`src/rtl/piano_pkg.sv`:
```
// Shared piano constants: note/tempo/address widths, marker values and the
// recorder FSM state encoding.
package piano_pkg;

  localparam int LARGURA_ADDR  = 5;
  localparam int LARGURA_NOTA  = 4;
  localparam int LARGURA_TEMPO = 4;

  localparam logic [LARGURA_NOTA-1:0]  NOTA_SILENCIO = 4'd0;
  localparam logic [LARGURA_TEMPO-1:0] TEMPO_FIM     = 4'd0;

  typedef enum logic [2:0] {
    OCIOSO   = 3'd0,
    ESPERA   = 3'd1,
    NOTA     = 3'd2,
    REST     = 3'd3,
    ESCREVE  = 3'd4,
    FINALIZA = 3'd5,
    PRONTO   = 3'd6
  } estado_grav_t;

endpackage

```
`src/rtl/gravador_musica_contador_duracao.sv`:
```
// Saturating beat counter: loads 1 when an event opens, then counts metronome
// ticks up to the all-ones value.
module contador_duracao
  import piano_pkg::*;
#(
  parameter int W = LARGURA_TEMPO
) (
  input  logic         clock,
  input  logic         reset,
  input  logic         carrega,
  input  logic         conta,
  output logic [W-1:0] valor
);

  localparam logic [W-1:0] UM     = {{(W-1){1'b0}}, 1'b1};
  localparam logic [W-1:0] MAXIMO = {W{1'b1}};

  // Load has priority so a tick in the opening cycle belongs to the old event.
  always_ff @(posedge clock or negedge reset) begin
    if (!reset) begin
      valor <= '0;
    end else if (carrega) begin
      valor <= UM;
    end else if (conta && (valor != MAXIMO)) begin
      valor <= valor + UM;
    end
  end

endmodule

```
`src/rtl/gravador_musica.sv`:
```
// Melody recorder: turns key presses/releases into {nota, tempo} entries of the
// shared song RAM and terminates the song with a {0,0} end marker.
module gravador_musica
  import piano_pkg::*;
#(
  parameter int ADDR_W  = LARGURA_ADDR,
  parameter int NOTA_W  = LARGURA_NOTA,
  parameter int TEMPO_W = LARGURA_TEMPO
) (
  input  logic               clock,
  input  logic               reset,
  input  logic               inicia,
  input  logic               para,
  input  logic [NOTA_W-1:0]  botoes_encoded,
  input  logic               metro,
  output logic               we,
  output logic [ADDR_W-1:0]  addr,
  output logic [NOTA_W-1:0]  data_nota,
  output logic [TEMPO_W-1:0] data_tempo,
  output logic               gravando,
  output logic               pronto,
  output logic [ADDR_W:0]    num_eventos
);

  localparam logic [ADDR_W-1:0]  ADDR_UM      = {{(ADDR_W-1){1'b0}}, 1'b1};
  localparam logic [ADDR_W-1:0]  ADDR_ULT_EVT = {{(ADDR_W-1){1'b1}}, 1'b0};
  localparam logic [ADDR_W:0]    NUM_UM       = {{ADDR_W{1'b0}}, 1'b1};
  localparam logic [TEMPO_W-1:0] TEMPO_UM     = {{(TEMPO_W-1){1'b0}}, 1'b1};
  localparam logic [TEMPO_W-1:0] TEMPO_MAX    = {TEMPO_W{1'b1}};

  estado_grav_t       estado_r;
  logic [NOTA_W-1:0]  nota_r;
  logic               para_r;
  logic               evento_nota_r;
  logic [TEMPO_W-1:0] dur_s;
  logic [TEMPO_W-1:0] tempo_fecho_s;
  logic               carrega_s;
  logic               tecla_ativa_s;
  logic               mudou_s;

  assign tecla_ativa_s = (botoes_encoded != NOTA_SILENCIO);
  assign mudou_s       = (botoes_encoded != nota_r);
  // A tick coinciding with the close still belongs to the closing event.
  assign tempo_fecho_s = (metro && (dur_s != TEMPO_MAX)) ? (dur_s + TEMPO_UM) : dur_s;

  contador_duracao #(.W(TEMPO_W)) u_dur (
    .clock   (clock),
    .reset   (reset),
    .carrega (carrega_s),
    .conta   (metro),
    .valor   (dur_s)
  );

  // Key register: all change detection compares the live input against it.
  always_ff @(posedge clock or negedge reset) begin
    if (!reset) begin
      nota_r <= NOTA_SILENCIO;
    end else begin
      nota_r <= botoes_encoded;
    end
  end

  // Open a new event whenever one closes (or the first key arrives).
  always_comb begin
    carrega_s = 1'b0;
    case (estado_r)
      ESPERA:  carrega_s = tecla_ativa_s;
      NOTA:    carrega_s = mudou_s && !para;
      REST:    carrega_s = tecla_ativa_s && !para;
      default: carrega_s = 1'b0;
    endcase
  end

  // Recorder FSM with registered RAM write port and status outputs.
  always_ff @(posedge clock or negedge reset) begin
    if (!reset) begin
      estado_r      <= OCIOSO;
      we            <= 1'b0;
      addr          <= '0;
      data_nota     <= NOTA_SILENCIO;
      data_tempo    <= TEMPO_FIM;
      gravando      <= 1'b0;
      pronto        <= 1'b0;
      num_eventos   <= '0;
      para_r        <= 1'b0;
      evento_nota_r <= 1'b0;
    end else begin
      we <= 1'b0;
      case (estado_r)
        OCIOSO, PRONTO: begin
          if (inicia) begin
            estado_r    <= ESPERA;
            addr        <= '0;
            num_eventos <= '0;
            pronto      <= 1'b0;
            gravando    <= 1'b1;
            para_r      <= 1'b0;
          end
        end
        ESPERA: begin
          if (tecla_ativa_s) begin
            estado_r <= NOTA;
          end else if (para) begin
            estado_r   <= FINALIZA;
            we         <= 1'b1;
            data_nota  <= NOTA_SILENCIO;
            data_tempo <= TEMPO_FIM;
            gravando   <= 1'b0;
          end
        end
        NOTA: begin
          if (mudou_s || para) begin
            estado_r      <= ESCREVE;
            we            <= 1'b1;
            data_nota     <= nota_r;
            data_tempo    <= tempo_fecho_s;
            para_r        <= para;
            evento_nota_r <= tecla_ativa_s;
            gravando      <= 1'b0;
          end
        end
        REST: begin
          // A rest closed by stop is trailing silence and is dropped.
          if (para) begin
            estado_r   <= FINALIZA;
            we         <= 1'b1;
            data_nota  <= NOTA_SILENCIO;
            data_tempo <= TEMPO_FIM;
            gravando   <= 1'b0;
          end else if (tecla_ativa_s) begin
            estado_r      <= ESCREVE;
            we            <= 1'b1;
            data_nota     <= NOTA_SILENCIO;
            data_tempo    <= tempo_fecho_s;
            evento_nota_r <= 1'b1;
            gravando      <= 1'b0;
          end
        end
        ESCREVE: begin
          addr        <= addr + ADDR_UM;
          num_eventos <= num_eventos + NUM_UM;
          if (para_r || para || (addr == ADDR_ULT_EVT)) begin
            estado_r   <= FINALIZA;
            we         <= 1'b1;
            data_nota  <= NOTA_SILENCIO;
            data_tempo <= TEMPO_FIM;
          end else begin
            estado_r <= evento_nota_r ? NOTA : REST;
            gravando <= 1'b1;
          end
        end
        FINALIZA: begin
          estado_r <= PRONTO;
          pronto   <= 1'b1;
        end
        default: begin
          estado_r <= OCIOSO;
          gravando <= 1'b0;
          pronto   <= 1'b0;
        end
      endcase
    end
  end

endmodule

```
`config.mk`:
```
export PLATFORM = sky130hd
export DESIGN_NAME = gravador_musica
export DESIGN_NICKNAME = d
export VERILOG_FILES = /design/src/rtl/piano_pkg.sv /design/src/rtl/gravador_musica_contador_duracao.sv /design/src/rtl/gravador_musica.sv
export SDC_FILE = /design/constraint.sdc
export NUM_CORES = 1
export LEC_CHECK = 0
export ABC_CLOCK_PERIOD_IN_PS = 3400
export BUFFER_PORTS_ARGS = -buffer_cell sky130_fd_sc_hd__clkbuf_2
export CAP_MARGIN = 40
export CELL_PAD_IN_SITES_DETAIL_PLACEMENT = 0
export CELL_PAD_IN_SITES_GLOBAL_PLACEMENT = 1
export CORE_ASPECT_RATIO = 0.8
export CORE_MARGIN = 1
export CORE_UTILIZATION = 46
export DETAILED_ROUTE_END_ITERATION = 10
export MAX_ROUTING_LAYER = met4
export PLACE_DENSITY = 0.89
export SLEW_MARGIN = 20
export SYNTH_ARGS = -nofsm -noshare
export SYNTH_HDL_FRONTEND = slang
export SYNTH_SLANG_ARGS = --single-unit
```
`constraint.sdc`:
```
create_clock -name clock -period 3.4 [get_ports clock]
set_input_delay 0.34 -clock clock [delete_from_list [all_inputs] [get_ports clock]]
set_output_delay 0.34 -clock clock [all_outputs]
set_load 0.05 [all_outputs]
```
==> metrics.txt, run 1 <==
# TYPE chip_impl_metric gauge
chip_impl_metric{name="rows",unit=""} 20
chip_impl_metric{name="yosys.cell_types.count",unit=""} 41
chip_impl_metric{name="fin_nets",unit=""} 252
chip_impl_metric{name="insertedDiodeCount",unit=""} 0
chip_impl_info{name="status",value="finished clean"} 1
chip_impl_metric{name="worst-endpoint-required",unit="ps"} 3580
chip_impl_metric{name="dp_hpwl",unit="mm"} 3.035
chip_impl_info{name="cp_class",value="flip-flop to flip-flop"} 1
chip_impl_metric{name="route.detailed.vias_per_inst",unit=""} 5.395
chip_impl_metric{name="wl_per_cell",unit="um"} 13.90
chip_impl_metric{name="final.fill_count",unit=""} 357
chip_impl_metric{name="globalRouteTotalUtil",unit=""} 0.2098
chip_impl_info{name="setup.worst_path.end_class",value="flip-flop"} 1
chip_impl_metric{name="dp_worst_setup_slack",unit="ps"} 1127
chip_impl_metric{name="grt_max_degree",unit=""} 25
chip_impl_metric{name="fmaxAchievable",unit="MHz"} 435.5
chip_impl_info{name="timing.critical_path.from_type",value="flip-flop"} 1
chip_impl_metric{name="crit_path_max_fanout",unit=""} 24
chip_impl_metric{name="via_count",unit=""} 1586
chip_impl_metric{name="synth-xor-area-share",unit=""} 0.04028
chip_impl_info{name="synth_top_cells_by_area",value="dfrtp_1, o21ai_0, nand2_1, nor2_1, xor2_1"} 1
chip_impl_metric{name="power.density",unit="nW/um^2"} 827.4
chip_impl_metric{name="synthCells",unit=""} 207
chip_impl_metric{name="clkLatencyLatePin",unit="ps"} 290
chip_impl_metric{name="dr.pass1.iters",unit=""} 4
chip_impl_metric{name="core",unit="sq um"} 3929
chip_impl_metric{name="cts_resized",unit=""} 0
chip_impl_info{name="synth.largest_area_cell",value="dfrtp_1"} 1
chip_impl_metric{name="timing.final.crit_share",unit=""} 0.6754
chip_impl_metric{name="clk_pin_slew_worst_paths",unit="ps"} 70
chip_impl_info{name="cp_slowest_cell",value="dfrtp_1"} 1
chip_impl_metric{name="finalSetupViolations",unit=""} 0
chip_impl_info{name="worst_r2r_endpoint",value="data_tempo[1]$_DFFE_PN0P_"} 1
chip_impl_metric{name="ys_seq_elements",unit=""} 35
chip_impl_metric{name="worstPathArrival",unit="ps"} 2470
chip_impl_metric{name="synth-async-reset-ratio",unit=""} 1.000
chip_impl_metric{name="synth_adder_area_share",unit=""} 0.03197
chip_impl_metric{name="drt-total-wl",unit="mm"} 4.088
chip_impl_metric{name="timing.final.max_slew_violations",unit=""} 0
chip_impl_metric{name="setup-tns-final",unit="ps"} 0
chip_impl_metric{name="synth_fp_nets",unit=""} 221
chip_impl_info{name="tritoncts",value="yes"} 1
chip_impl_metric{name="totalPowerFinal",unit="mW"} 1.859
chip_impl_metric{name="worst_hold_path.num_cells",unit=""} 1
chip_impl_info{name="post_synth_most_frequent_cells",value="dfrtp_1, nand2_1, o21ai_0"} 1
chip_impl_metric{name="drtAntennaViolNets",unit=""} 0
chip_impl_metric{name="final_hold_viol_count",unit=""} 0
chip_impl_info{name="timing.hold.worst_endpoint",value="nota_r[3]$_DFF_PN0_"} 1
chip_impl_info{name="synth_top_family_by_area",value="simple AND/OR/NAND/NOR gates"} 1
chip_impl_metric{name="drc_errors",unit=""} 0
chip_impl_info{name="unrepaired_setup_endpoints_after_global_routing",value="false"} 1
chip_impl_metric{name="ys_seq_area_frac",unit=""} 0.4476
chip_impl_info{name="clock_tree.root_cell",value="clkbuf_8"} 1
chip_impl_metric{name="clock_tree.htree_level_count",unit=""} 2
chip_impl_metric{name="layout-drive-gt1-share",unit=""} 0.2050
chip_impl_metric{name="grt_pass1_wl",unit="mm"} 6.782
chip_impl_metric{name="reg2reg_depth",unit=""} 5
chip_impl_metric{name="clockBufferDepth",unit=""} 2
chip_impl_metric{name="vdd.ir_drop.worst",unit="mV"} 0.4963
chip_impl_metric{name="rrSetupSlack",unit="ps"} 1100
chip_impl_metric{name="start_util",unit=""} 0.4981
chip_impl_metric{name="timing.hold.ws",unit="ps"} 228.6
chip_impl_metric{name="netlist_area",unit="sq um"} 1957
chip_impl_metric{name="cts.sink_count",unit=""} 35
chip_impl_metric{name="worst_slew_pin_slew",unit="ps"} 617.3
chip_impl_metric{name="antenna_found_initial",unit=""} 0
chip_impl_metric{name="synth_compound_gate_area_share",unit=""} 0.1496
chip_impl_metric{name="die_area",unit="sq um"} 4520
chip_impl_metric{name="placement.io_buffers",unit=""} 30
chip_impl_metric{name="layout_setup_ws",unit="ps"} 1104
chip_impl_metric{name="post-route-min-period",unit="ps"} 2296
chip_impl_metric{name="area_growth",unit="%"} 14.83
chip_impl_metric{name="portion_of_synthesized_cell_area_occupied_by_the_leading_cell_type",unit=""} 0.4476
chip_impl_metric{name="timing.critical_path.slowest_cell_delay",unit="ps"} 740
chip_impl_metric{name="max_cap_violations",unit=""} 0
chip_impl_metric{name="synth_edf_count",unit=""} 0
chip_impl_metric{name="die_height",unit="um"} 60.34
chip_impl_metric{name="detail_route.iter0.violations",unit=""} 85
chip_impl_info{name="synth_most_common_cell",value="dfrtp_1"} 1
chip_impl_metric{name="synth-simple-area-share",unit=""} 0.2180
chip_impl_metric{name="max_slew_headroom_at_the_worst_pin",unit=""} 0.5885
chip_impl_metric{name="skew",unit="ps"} 3.587
chip_impl_metric{name="post-route-util",unit=""} 0.5720
chip_impl_info{name="ys.flop_type",value="dfrtp_1"} 1
chip_impl_metric{name="syn_avg_cell_area",unit="sq um"} 9.454
chip_impl_metric{name="grt_overflow_total",unit=""} 0
chip_impl_metric{name="first_global_vias",unit=""} 1360
chip_impl_metric{name="post_synth_mux_area_share",unit=""} 0.07289
chip_impl_info{name="worst_r2r_startpoint",value="estado_r[1]$_DFFE_PN0P_"} 1
chip_impl_info{name="type_of_the_worst_min_delay_path",value="primary input to flip-flop"} 1
chip_impl_metric{name="leakage_power_summed_over_all_cells",unit="nW"} 1.050
chip_impl_metric{name="synth_warnings",unit=""} 0
chip_impl_info{name="hold_path_startpoint",value="botoes_encoded[3]"} 1
chip_impl_metric{name="io_pins",unit=""} 31
chip_impl_metric{name="cts_buffers",unit=""} 5
chip_impl_metric{name="place_congestion",unit=""} 0.8592
chip_impl_metric{name="die_w",unit="um"} 74.92
chip_impl_info{name="critical_path_cell_sequence",value="ha_1 > o21bai_1 > o31a_1 > and3_1 > mux2_4"} 1
chip_impl_metric{name="postCtsSetupBuffers",unit=""} 0
logic make-up (layout without fill, tap and decap cells):
family,Yosys count,after routing
buffers and inverters,15,47
muxes,12,12
AOI/OAI and AO/OA,48,48
DFF,35,35
adders and majority gates,5,5
and+or+nand+nor,83,83
xor gates and xnor gates,9,9
worst max-delay path: cells and delay by family (launching register included):
family                     cells  cell delay, ps
and+or+nand+nor                1             460
DFF                            1             740
muxes                          1             340
adders and majority gates      1             360
AOI/OAI and AO/OA              2             290
area by class of cell:
| class | count | area (sq um) | share of cell area |
|---|---|---|---|
| Sequential cell | 35 | 875.8 | 0.3898 |
| Tap cell | 55 | 68.82 | 0.03062 |
| Clock buffer | 6 | 72.57 | 0.03229 |
| Clock inverter | 2 | 12.51 | 0.005568 |
| Multi-Input combinational cell | 157 | 1003 | 0.4465 |
| Timing Repair Buffer | 32 | 187.7 | 0.08352 |
| Inverter | 7 | 26.28 | 0.01169 |
where the power goes:
part	switching, mW	leakage, nW	internal (mW)
Clock	0.152	0.0412	0.143
Sequential	0.146	0.458	0.522
Combinational	0.573	0.551	0.323
cell usage in the layout, fill, tap and decap left out, drive strengths merged, types with 2 or more instances in the layout:
| master | instances |
|---|---|
| dfrtp | 35 |
| nand3 | 9 |
| clkbuf | 36 |
| nor2 | 21 |
| nor3b | 2 |
| nor4 | 3 |
| inv | 7 |
| xor2 | 9 |
| o21ai | 22 |
| nand2 | 25 |
| mux2i | 6 |
| and3 | 5 |
| a21boi | 4 |
| o31ai | 3 |
| a21oi | 7 |
| nor3 | 5 |
| a22o | 2 |
| ha | 5 |
| nor2b | 2 |
| mux2 | 6 |
| nand2b | 6 |
| o22ai | 2 |
worst max path at each step:
stage                                        from  slack [ps]                   endpoint
after floorplan               addr[0]$_DFFE_PN0P_        1280  data_tempo[0]$_DFFE_PN0P_
after global placement    estado_r[1]$_DFFE_PN0P_        1160  data_tempo[1]$_DFFE_PN0P_
after detailed placement  estado_r[1]$_DFFE_PN0P_        1130  data_tempo[1]$_DFFE_PN0P_
after CTS                 estado_r[1]$_DFFE_PN0P_        1110  data_tempo[1]$_DFFE_PN0P_
after global routing      estado_r[1]$_DFFE_PN0P_         920  data_tempo[1]$_DFFE_PN0P_
final                     estado_r[1]$_DFFE_PN0P_        1100  data_tempo[1]$_DFFE_PN0P_
sequential cells by signal (all words and copies together) (netlist names):
name	cells
data_tempo	4
addr	5
evento_nota_r	1
pronto	1
estado_r	3
num_eventos	6
nota_r	4
we	1
u_dur.valor	4
para_r	1
data_nota	4
gravando	1
layer usage:
metal / share of wire / vias to the layer above / track usage / wire [um]
met5: 0 / - / - / 0
met4: 0.0098 / 0 / 0.06469 / 40
met3: 0.053 / 5 / 0.04983 / 215
met2: 0.42 / 55 / 0.2741 / 1730
met1: 0.51 / 744 / 0.3151 / 2101
li1: - / 782 / - / -
timing repair:
item | CTS | global route
endpoints found under the hold margin | 13 | 0
endpoints found under the setup margin | 0 | 0
hold buffers | 1 | 0
metrics by stage:
| stage | cells | cell area (sq um) |
|---|---|---|
| global route | 294 | 2247 |
| detailed placement | 285 | 2152 |
| global placement | 284 | 2125 |
| floorplan | 207 | 1957 |
| CTS | 294 | 2247 |
| finish | 294 | 2247 |
Note: power is estimated with default switching activity, not from simulation.
==> inputs of run 2 (changes only) <==
Settings changed: ABC_AREA set to 1, ABC_CLOCK_PERIOD_IN_PS 3400 to 2000, CORE_UTILIZATION 46 to 37, PLACE_DENSITY 0.89 to 0.8.
Clock period 3.4 ns to 2 ns, I/O delays scaled along.
==> run 2 against run 1 <==
The run now ends with design-rule violations left. Fmax grew 35%. Wire length grew 8.0%. Clock power grew 76%. Critical path depth grew 2. Sequential power grew 69%. Power grew 83%. Worst setup slack lost 810 ps. Largest cell class unchanged.
==> metrics.txt, run 2 <==
# TYPE chip_impl_metric gauge
chip_impl_info{name="status",value="finished with violations"} 1
chip_impl_info{name="failed_checks",value="design-rule violations"} 1
chip_impl_metric{name="drtAntennaViolNets",unit=""} 0
chip_impl_info{name="cp_class",value="flip-flop to flip-flop"} 1
chip_impl_metric{name="skew",unit="ps"} 10.55
chip_impl_info{name="mostFrequentLayoutCells",value="nand2_1, dfrtp_1, nor2_1, inv_1, clkbuf_2"} 1
chip_impl_metric{name="syn_avg_cell_area",unit="sq um"} 7.461
chip_impl_metric{name="clockBufferDepth",unit=""} 2
chip_impl_info{name="critical-path-top-delay-family",value="simple AND/OR/NAND/NOR gates"} 1
chip_impl_info{name="clock_tree.root_cell",value="clkbuf_8"} 1
chip_impl_metric{name="portion_of_synthesized_cell_area_occupied_by_the_leading_cell_type",unit=""} 0.4348
chip_impl_info{name="unrepaired_setup_endpoints_after_global_routing",value="false"} 1
chip_impl_metric{name="io_pins",unit=""} 31
chip_impl_metric{name="power.density",unit="nW/um^2"} 1461
chip_impl_metric{name="dp_hpwl",unit="mm"} 3.385
chip_impl_metric{name="route.detailed.vias_per_inst",unit=""} 4.894
chip_impl_metric{name="die_w",unit="um"} 84.50
chip_impl_info{name="synth_most_common_cell",value="nand2_1"} 1
chip_impl_metric{name="timing.final.crit_share",unit=""} 0.8510
chip_impl_metric{name="die_height",unit="um"} 68.00
chip_impl_metric{name="cts.sink_count",unit=""} 35
chip_impl_metric{name="start_util",unit=""} 0.3933
chip_impl_info{name="post_synth_most_frequent_cells",value="nand2_1, dfrtp_1, inv_1, nor2_1, nand3_1"} 1
chip_impl_metric{name="path_buf_inv",unit=""} 2
chip_impl_metric{name="post-route-util",unit=""} 0.4543
chip_impl_metric{name="drc_errors",unit=""} 2
chip_impl_metric{name="post-route-min-period",unit="ps"} 1702
chip_impl_metric{name="postCtsSetupBuffers",unit=""} 0
chip_impl_metric{name="antenna_found_initial",unit=""} 0
chip_impl_info{name="layout_commonest_cell",value="nand2_1"} 1
chip_impl_metric{name="yosys.cell_types.count",unit=""} 27
chip_impl_info{name="cp_slowest_cell",value="dfrtp_1"} 1
chip_impl_metric{name="timing.final.max_slew_violations",unit=""} 0
chip_impl_metric{name="globalRouteTotalUtil",unit=""} 0.1765
chip_impl_metric{name="cts_buffers",unit=""} 5
chip_impl_metric{name="synth_edf_count",unit=""} 0
chip_impl_metric{name="post_cts_hold_buffer_count",unit=""} 1
chip_impl_metric{name="dr.pass1.iters",unit=""} 9
chip_impl_metric{name="rows",unit=""} 23
chip_impl_info{name="path_common_cell",value="nand2_1"} 1
chip_impl_metric{name="ys_seq_area_frac",unit=""} 0.4348
chip_impl_metric{name="total_placed_cells_including_tap_cells",unit=""} 360
chip_impl_info{name="tritoncts",value="yes"} 1
chip_impl_metric{name="area_growth",unit="%"} 15.53
chip_impl_metric{name="detail_route.iter0.violations",unit=""} 95
chip_impl_info{name="setup.worst_path.end_class",value="flip-flop"} 1
chip_impl_metric{name="first_global_vias",unit=""} 1598
chip_impl_metric{name="setup-tns-final",unit="ps"} 0
chip_impl_metric{name="stdcell_count",unit=""} 369
chip_impl_metric{name="netlist_area",unit="sq um"} 2014
chip_impl_info{name="type_of_the_worst_min_delay_path",value="primary input to flip-flop"} 1
chip_impl_metric{name="reg2reg_depth",unit=""} 7
chip_impl_metric{name="via_count",unit=""} 1806
chip_impl_metric{name="leakage_power_summed_over_all_cells",unit="nW"} 1.296
chip_impl_metric{name="synthCells",unit=""} 270
chip_impl_info{name="timing.critical_path.from_type",value="flip-flop"} 1
chip_impl_metric{name="synth-async-reset-ratio",unit=""} 1.000
chip_impl_info{name="synth.largest_area_cell",value="dfrtp_1"} 1
chip_impl_metric{name="fmaxAchievable",unit="MHz"} 587.6
chip_impl_metric{name="insertedDiodeCount",unit=""} 0
chip_impl_metric{name="timing.critical_path.depth",unit=""} 7
chip_impl_metric{name="ys_seq_elements",unit=""} 35
chip_impl_metric{name="clock_tree.htree_level_count",unit=""} 2
chip_impl_metric{name="die_area",unit="sq um"} 5745
chip_impl_metric{name="wl_per_cell",unit="um"} 11.97
chip_impl_metric{name="grt_pass1_wl",unit="mm"} 7.521
chip_impl_metric{name="clk_pin_slew_worst_paths",unit="ps"} 70
chip_impl_metric{name="worst_hold_path.num_cells",unit=""} 1
chip_impl_info{name="largest_registers",value="num_eventos: 6 flops, addr: 5 flops"} 1
chip_impl_info{name="ys.flop_type",value="dfrtp_1"} 1
chip_impl_metric{name="timing.critical_path.slowest_cell_delay",unit="ps"} 570
chip_impl_metric{name="totalPowerFinal",unit="mW"} 3.399
chip_impl_metric{name="vdd.ir_drop.worst",unit="mV"} 0.7249
chip_impl_info{name="largest_register",value="num_eventos"} 1
chip_impl_metric{name="final.fill_count",unit=""} 530
chip_impl_metric{name="clkLatencyLatePin",unit="ps"} 290
chip_impl_metric{name="largest_reg_flops",unit=""} 6
chip_impl_metric{name="placement.io_buffers",unit=""} 30
chip_impl_metric{name="synth_warnings",unit=""} 0
chip_impl_metric{name="core",unit="sq um"} 5122
chip_impl_metric{name="synth_fp_nets",unit=""} 284
chip_impl_metric{name="worst_slew_pin_slew",unit="ps"} 459.2
chip_impl_metric{name="crit_path_max_fanout",unit=""} 14
chip_impl_metric{name="fin_nets",unit=""} 320
chip_impl_metric{name="cts_resized",unit=""} 0
chip_impl_metric{name="worst-endpoint-required",unit="ps"} 2180
chip_impl_info{name="critical_path_cell_sequence",value="inv_2 > nand3_1 > nor2_1 > inv_1 > nand3_4 > nand2_1 > nand2_1"} 1
chip_impl_metric{name="grt_overflow_total",unit=""} 0
chip_impl_metric{name="multi_input_comb_area",unit="sq um"} 979.7
chip_impl_metric{name="layout-drive-gt1-share",unit=""} 0.1694
chip_impl_metric{name="seq_area",unit="sq um"} 875.8
chip_impl_metric{name="drt-total-wl",unit="mm"} 4.417
chip_impl_metric{name="worstPathArrival",unit="ps"} 1880
chip_impl_metric{name="grt_max_degree",unit=""} 20
chip_impl_metric{name="max_cap_violations",unit=""} 0
chip_impl_metric{name="final_hold_viol_count",unit=""} 0
chip_impl_metric{name="place_congestion",unit=""} 0.9251
chip_impl_metric{name="finalSetupViolations",unit=""} 0
chip_impl_metric{name="max_slew_headroom_at_the_worst_pin",unit=""} 0.6939
chip_impl_info{name="synth_top_cells_by_area",value="dfrtp_1, nand2_1, inv_1, nor2_1, nand3_1"} 1
## run 2: cell types whose count changed after synthesis, moves of 10 or more
cell,before,now
nor2_1,21,31
inv_1,7,31
nand2_1,25,90
nand4_1,1,11
o21ai_0,22,8
nand3_1,9,20
## run 2: final timing paths
kind,slack (ps),start,to
max,300,estado_r[2]$_DFFE_PN0P_,data_tempo[3]$_DFFE_PN0P_
min,40,botoes_encoded[3],nota_r[3]$_DFF_PN0_
max reg2reg,300,estado_r[2]$_DFFE_PN0P_,data_tempo[3]$_DFFE_PN0P_
min reg2reg,470,data_nota[0]$_DFFE_PN0P_,data_nota[0]$_DFFE_PN0P_
max in group asynchronous,990,reset,u_dur.valor[0]$_DFF_PN0_
min in group asynchronous,380,reset,num_eventos[5]$_DFFE_PN0P_
## run 2: area by class of cell
cell class / instances / area share
Multi-Input combinational cell: 196 / 0.4210
Sequential cell: 35 / 0.3763
Timing Repair Buffer: 32 / 0.07204
Inverter: 36 / 0.05914
Tap cell: 62 / 0.03333
Clock buffer: 5 / 0.02957
Clock inverter: 3 / 0.008602
## run 2: through the flow
stage / hold slack [ps] / instance area, sq um / setup slack (ps)
after global routing: 43.83 / 2327 / 134.9
after detailed placement: 171.7 / 2228 / 325.0
after CTS: 35.90 / 2327 / 310.8
after global placement: 172.2 / 2228 / 334.7
after floorplan: -95.59 / 2014 / 259.9
final: 40.95 / 2327 / 298.0
## run 2: per-layer routing
| metal | vias to the layer above | part of all wire | global-route usage |
|---|---|---|---|
| met5 | - | 0 | - |
| met4 | 0 | 0.013 | 0.06356 |
| met3 | 4 | 0.056 | 0.04222 |
| met2 | 45 | 0.40 | 0.2419 |
| met1 | 815 | 0.53 | 0.2523 |
| li1 | 942 | - | - |
## run 2: logic make-up after synthesis
logic type	after synthesis	share of synthesized area
buffers and inverters	39	0.07888
xor gates and xnor gates	3	0.01305
and+or+nand+nor	161	0.3646
AOI/OAI and AO/OA	27	0.07764
adders and majority gates	5	0.03106
DFF	35	0.4348
## run 2: power by group
group / total (mW) / leakage, nW / internal [mW] / switching (mW)
clock network: 0.519 / 0.0402 / 0.242 / 0.277
logic: 1.75 / 0.800 / 0.482 / 1.27
registers: 1.13 / 0.456 / 0.922 / 0.203
## run 2: worst register-to-register path: stages (launching register included)
cell and delay, ps:
dfrtp_1 570, inv_2 100, nand3_1 180, nor2_1 70
inv_1 350, nand3_4 180, nand2_1 90, nand2_1 50
==> inputs of run 3 (changes only) <==
Settings changed: ABC_CLOCK_PERIOD_IN_PS 2000 to 1800, CORE_UTILIZATION 37 to 41, PLACE_DENSITY 0.8 to 0.84, RECOVER_POWER set to 50.
Clock period 2 ns to 1.8 ns, I/O delays scaled along.
==> run 3 against run 2 <==
The run now ends clean. Register-to-register slack worse by 120 ps. Global-route usage increased by 1.3 points. Wire length is 3.9% lower. Combinational power increased by 12%. Design area increased by 0.27%. Clock-buffer cell count is the same. Worst setup slack got worse by 120 ps. Die area shrank 9.5%. Fmax rose by 4.7%. Largest cell class unchanged.
==> metrics.txt, run 3 (same netlist as run 2, synthesis figures left out) <==
# TYPE chip_impl_metric gauge
chip_impl_metric{name="leakage_power_summed_over_all_cells",unit="nW"} 1.277
chip_impl_info{name="type_of_the_worst_min_delay_path",value="primary input to flip-flop"} 1
chip_impl_metric{name="core",unit="sq um"} 4652
chip_impl_metric{name="skew",unit="ps"} 4.051
chip_impl_metric{name="vdd.ir_drop.worst",unit="mV"} 0.8662
chip_impl_metric{name="dp_worst_setup_slack",unit="ps"} 126.2
chip_impl_metric{name="io_pins",unit=""} 31
chip_impl_metric{name="power_frac_seq",unit=""} 0.334
chip_impl_metric{name="fmaxAchievable",unit="MHz"} 615.3
chip_impl_metric{name="drtAntennaViolNets",unit=""} 0
chip_impl_metric{name="globalRouteTotalUtil",unit=""} 0.1897
chip_impl_metric{name="insertedDiodeCount",unit=""} 0
chip_impl_info{name="status",value="finished clean"} 1
chip_impl_metric{name="max_cap_violations",unit=""} 0
chip_impl_metric{name="timing.final.crit_share",unit=""} 0.9028
chip_impl_metric{name="post_dp_cell_area",unit="sq um"} 2248
chip_impl_metric{name="die_w",unit="um"} 80.37
chip_impl_metric{name="final_hold_viol_count",unit=""} 0
chip_impl_metric{name="grt_max_degree",unit=""} 36
chip_impl_info{name="critical_path_cell_sequence",value="inv_2 > ha_1 > inv_1 > nand3_1 > nand2_2 > nor2_8 > nand3_4 > nand2_1 > nand2_1"} 1
chip_impl_info{name="cp_slowest_cell",value="dfrtp_2"} 1
chip_impl_metric{name="route.detailed.vias_per_inst",unit=""} 4.881
chip_impl_metric{name="layout_setup_ws",unit="ps"} 174.9
chip_impl_info{name="path_common_cell",value="nand2_1"} 1
chip_impl_metric{name="post-route-util",unit=""} 0.5016
chip_impl_metric{name="path_buf_inv",unit=""} 2
chip_impl_metric{name="dr.pass1.iters",unit=""} 4
chip_impl_info{name="tritoncts",value="yes"} 1
chip_impl_info{name="largest_registers",value="num_eventos: 6 flops, addr: 5 flops"} 1
chip_impl_metric{name="clk_pin_slew_worst_paths",unit="ps"} 70
chip_impl_metric{name="worstPathArrival",unit="ps"} 1800
chip_impl_metric{name="clock_tree.htree_level_count",unit=""} 2
chip_impl_metric{name="largest_reg_flops",unit=""} 6
chip_impl_metric{name="internal_power",unit="mW"} 1.843
chip_impl_metric{name="timing.critical_path.slowest_cell_delay",unit="ps"} 490
chip_impl_info{name="cp_class",value="flip-flop to flip-flop"} 1
chip_impl_info{name="layout_commonest_cell",value="nand2_1"} 1
chip_impl_metric{name="stdcell_count",unit=""} 370
chip_impl_metric{name="clkPwrFrac",unit=""} 0.147
chip_impl_metric{name="grt_overflow_total",unit=""} 0
chip_impl_metric{name="wl_per_cell",unit="um"} 11.47
chip_impl_metric{name="detailroute.wirelength.met2",unit="mm"} 1.766
chip_impl_metric{name="first_global_vias",unit=""} 1606
chip_impl_metric{name="total_switching_power",unit="mW"} 1.930
chip_impl_metric{name="finalSetupViolations",unit=""} 0
chip_impl_info{name="top_routing_layer_in_use",value="met4"} 1
chip_impl_metric{name="grt_pass1_wl",unit="mm"} 7.479
chip_impl_metric{name="placement.io_buffers",unit=""} 30
chip_impl_metric{name="wire_length_on_met1",unit="mm"} 2.285
chip_impl_info{name="mostFrequentLayoutCells",value="nand2_1, dfrtp_1, nor2_1, inv_1, clkbuf_2"} 1
chip_impl_metric{name="power.density",unit="nW/um^2"} 1617
chip_impl_metric{name="postCtsSetupBuffers",unit=""} 0
chip_impl_info{name="timing.critical_path.from_type",value="flip-flop"} 1
chip_impl_info{name="critical-path-top-delay-family",value="simple AND/OR/NAND/NOR gates"} 1
chip_impl_metric{name="place_congestion",unit=""} 0.8945
chip_impl_metric{name="total_placed_cells_including_tap_cells",unit=""} 361
chip_impl_metric{name="timing.final.max_slew_violations",unit=""} 0
chip_impl_metric{name="cts.sink_count",unit=""} 35
chip_impl_metric{name="rows",unit=""} 22
chip_impl_info{name="clock_tree.root_cell",value="clkbuf_8"} 1
chip_impl_metric{name="via_count",unit=""} 1806
chip_impl_info{name="setup.worst_path.end_class",value="flip-flop"} 1
chip_impl_metric{name="detail_route.iter0.violations",unit=""} 102
chip_impl_metric{name="setup-tns-final",unit="ps"} 0
chip_impl_metric{name="area_growth",unit="%"} 15.84
chip_impl_metric{name="start_util",unit=""} 0.4330
chip_impl_metric{name="drt-total-wl",unit="mm"} 4.245
chip_impl_metric{name="worst_slew_pin_slew",unit="ps"} 858.0
chip_impl_metric{name="fin_nets",unit=""} 323
chip_impl_metric{name="die_height",unit="um"} 64.70
chip_impl_metric{name="cts_buffers",unit=""} 5
chip_impl_metric{name="layout-drive-gt1-share",unit=""} 0.1484
chip_impl_metric{name="worst-endpoint-required",unit="ps"} 1970
chip_impl_metric{name="clkLatencyLatePin",unit="ps"} 280
chip_impl_metric{name="antenna_found_initial",unit=""} 0
chip_impl_metric{name="crit_path_max_fanout",unit=""} 9
chip_impl_metric{name="dp_hpwl",unit="mm"} 3.305
chip_impl_metric{name="p_sw_frac",unit=""} 0.5116
chip_impl_metric{name="max_slew_headroom_at_the_worst_pin",unit=""} 0.4280
chip_impl_metric{name="clockBufferDepth",unit=""} 2
chip_impl_metric{name="combinationalPowerShare",unit=""} 0.519
chip_impl_metric{name="die_area",unit="sq um"} 5200
chip_impl_metric{name="finish.instance_area",unit="sq um"} 2333
chip_impl_metric{name="routed-wl-met3",unit="um"} 175
chip_impl_info{name="unrepaired_setup_endpoints_after_global_routing",value="false"} 1
chip_impl_metric{name="drc_errors",unit=""} 0
chip_impl_info{name="largest_register",value="num_eventos"} 1
chip_impl_metric{name="post-route-min-period",unit="ps"} 1625
-- run 3: cell count changes in the layout (fill, tap and decap cells not counted) --
cell	change
dfrtp_2	+1
buf_4	+2
clkbuf_1	+10
clkbuf_2	-9
dfrtp_1	-1
-- run 3: cell type report --
class,instances,area (sq um)
multi-input cells,196,979.7
repair buffers,35,175.2
clock inverters,3,20.02
clock buffers,5,68.82
fillers,477,2318
flip-flops and latches,35,877.1
well taps,60,75.07
inverters,36,137.6
-- run 3: power groups by stage --
stage	logic, mW	registers [mW]	clock network [mW]
CTS	1.99	1.26	0.572
global route	2.19	1.30	0.612
detailed placement	1.98	1.27	0
finish	1.96	1.26	0.554
global placement	1.96	1.26	0
floorplan	1.08	1.68	0
-- run 3: final timing paths --
| path | cells past startpoint | from | slack, ps | endpoint |
|---|---|---|---|---|
| max | 9 | estado_r[2]$_DFFE_PN0P_ | 170 | data_tempo[2]$_DFFE_PN0P_ |
| min | 1 | botoes_encoded[3] | 30 | nota_r[3]$_DFF_PN0_ |
| max reg2reg | 9 | estado_r[2]$_DFFE_PN0P_ | 170 | data_tempo[2]$_DFFE_PN0P_ |
| min reg2reg | 2 | data_tempo[1]$_DFFE_PN0P_ | 480 | data_tempo[1]$_DFFE_PN0P_ |
| max in group asynchronous | 3 | reset | 590 | estado_r[2]$_DFFE_PN0P_ |
| min in group asynchronous | 3 | reset | 620 | nota_r[0]$_DFF_PN0_ |
-- run 3: worst reg2reg max path: stages (launching register included) --
cell	delay, ps
dfrtp_2	490
inv_2	110
ha_1	170
inv_1	70
nand3_1	130
nand2_2	110
nor2_8	160
nand3_4	130
nand2_1	90
nand2_1	50
-- run 3: stage by stage --
stage / total power, mW / hold slack (ps)
5_1_grt: 4.099 / 24.88
6_report: 3.773 / 32.41
2_1_floorplan: 2.765 / -115.6
3_5_place_dp: 3.245 / 240.3
4_1_cts: 3.817 / 18.92
3_3_place_gp: 3.223 / 241.5
-- run 3: per-layer routing --
metal  global-route usage  vias to the layer above
met4              0.04688                        0
met5                    -                        -
met3              0.04225                        2
met2               0.2532                       32
met1               0.2865                      822
li1                     -                      950
-- run 3: what timing repair did --
action / in CTS / in global routing
hold buffers: 1 / 0
setup endpoints to repair: 0 / 8
resized for setup: 0 / 1
hold endpoints to repair: 35 / 0
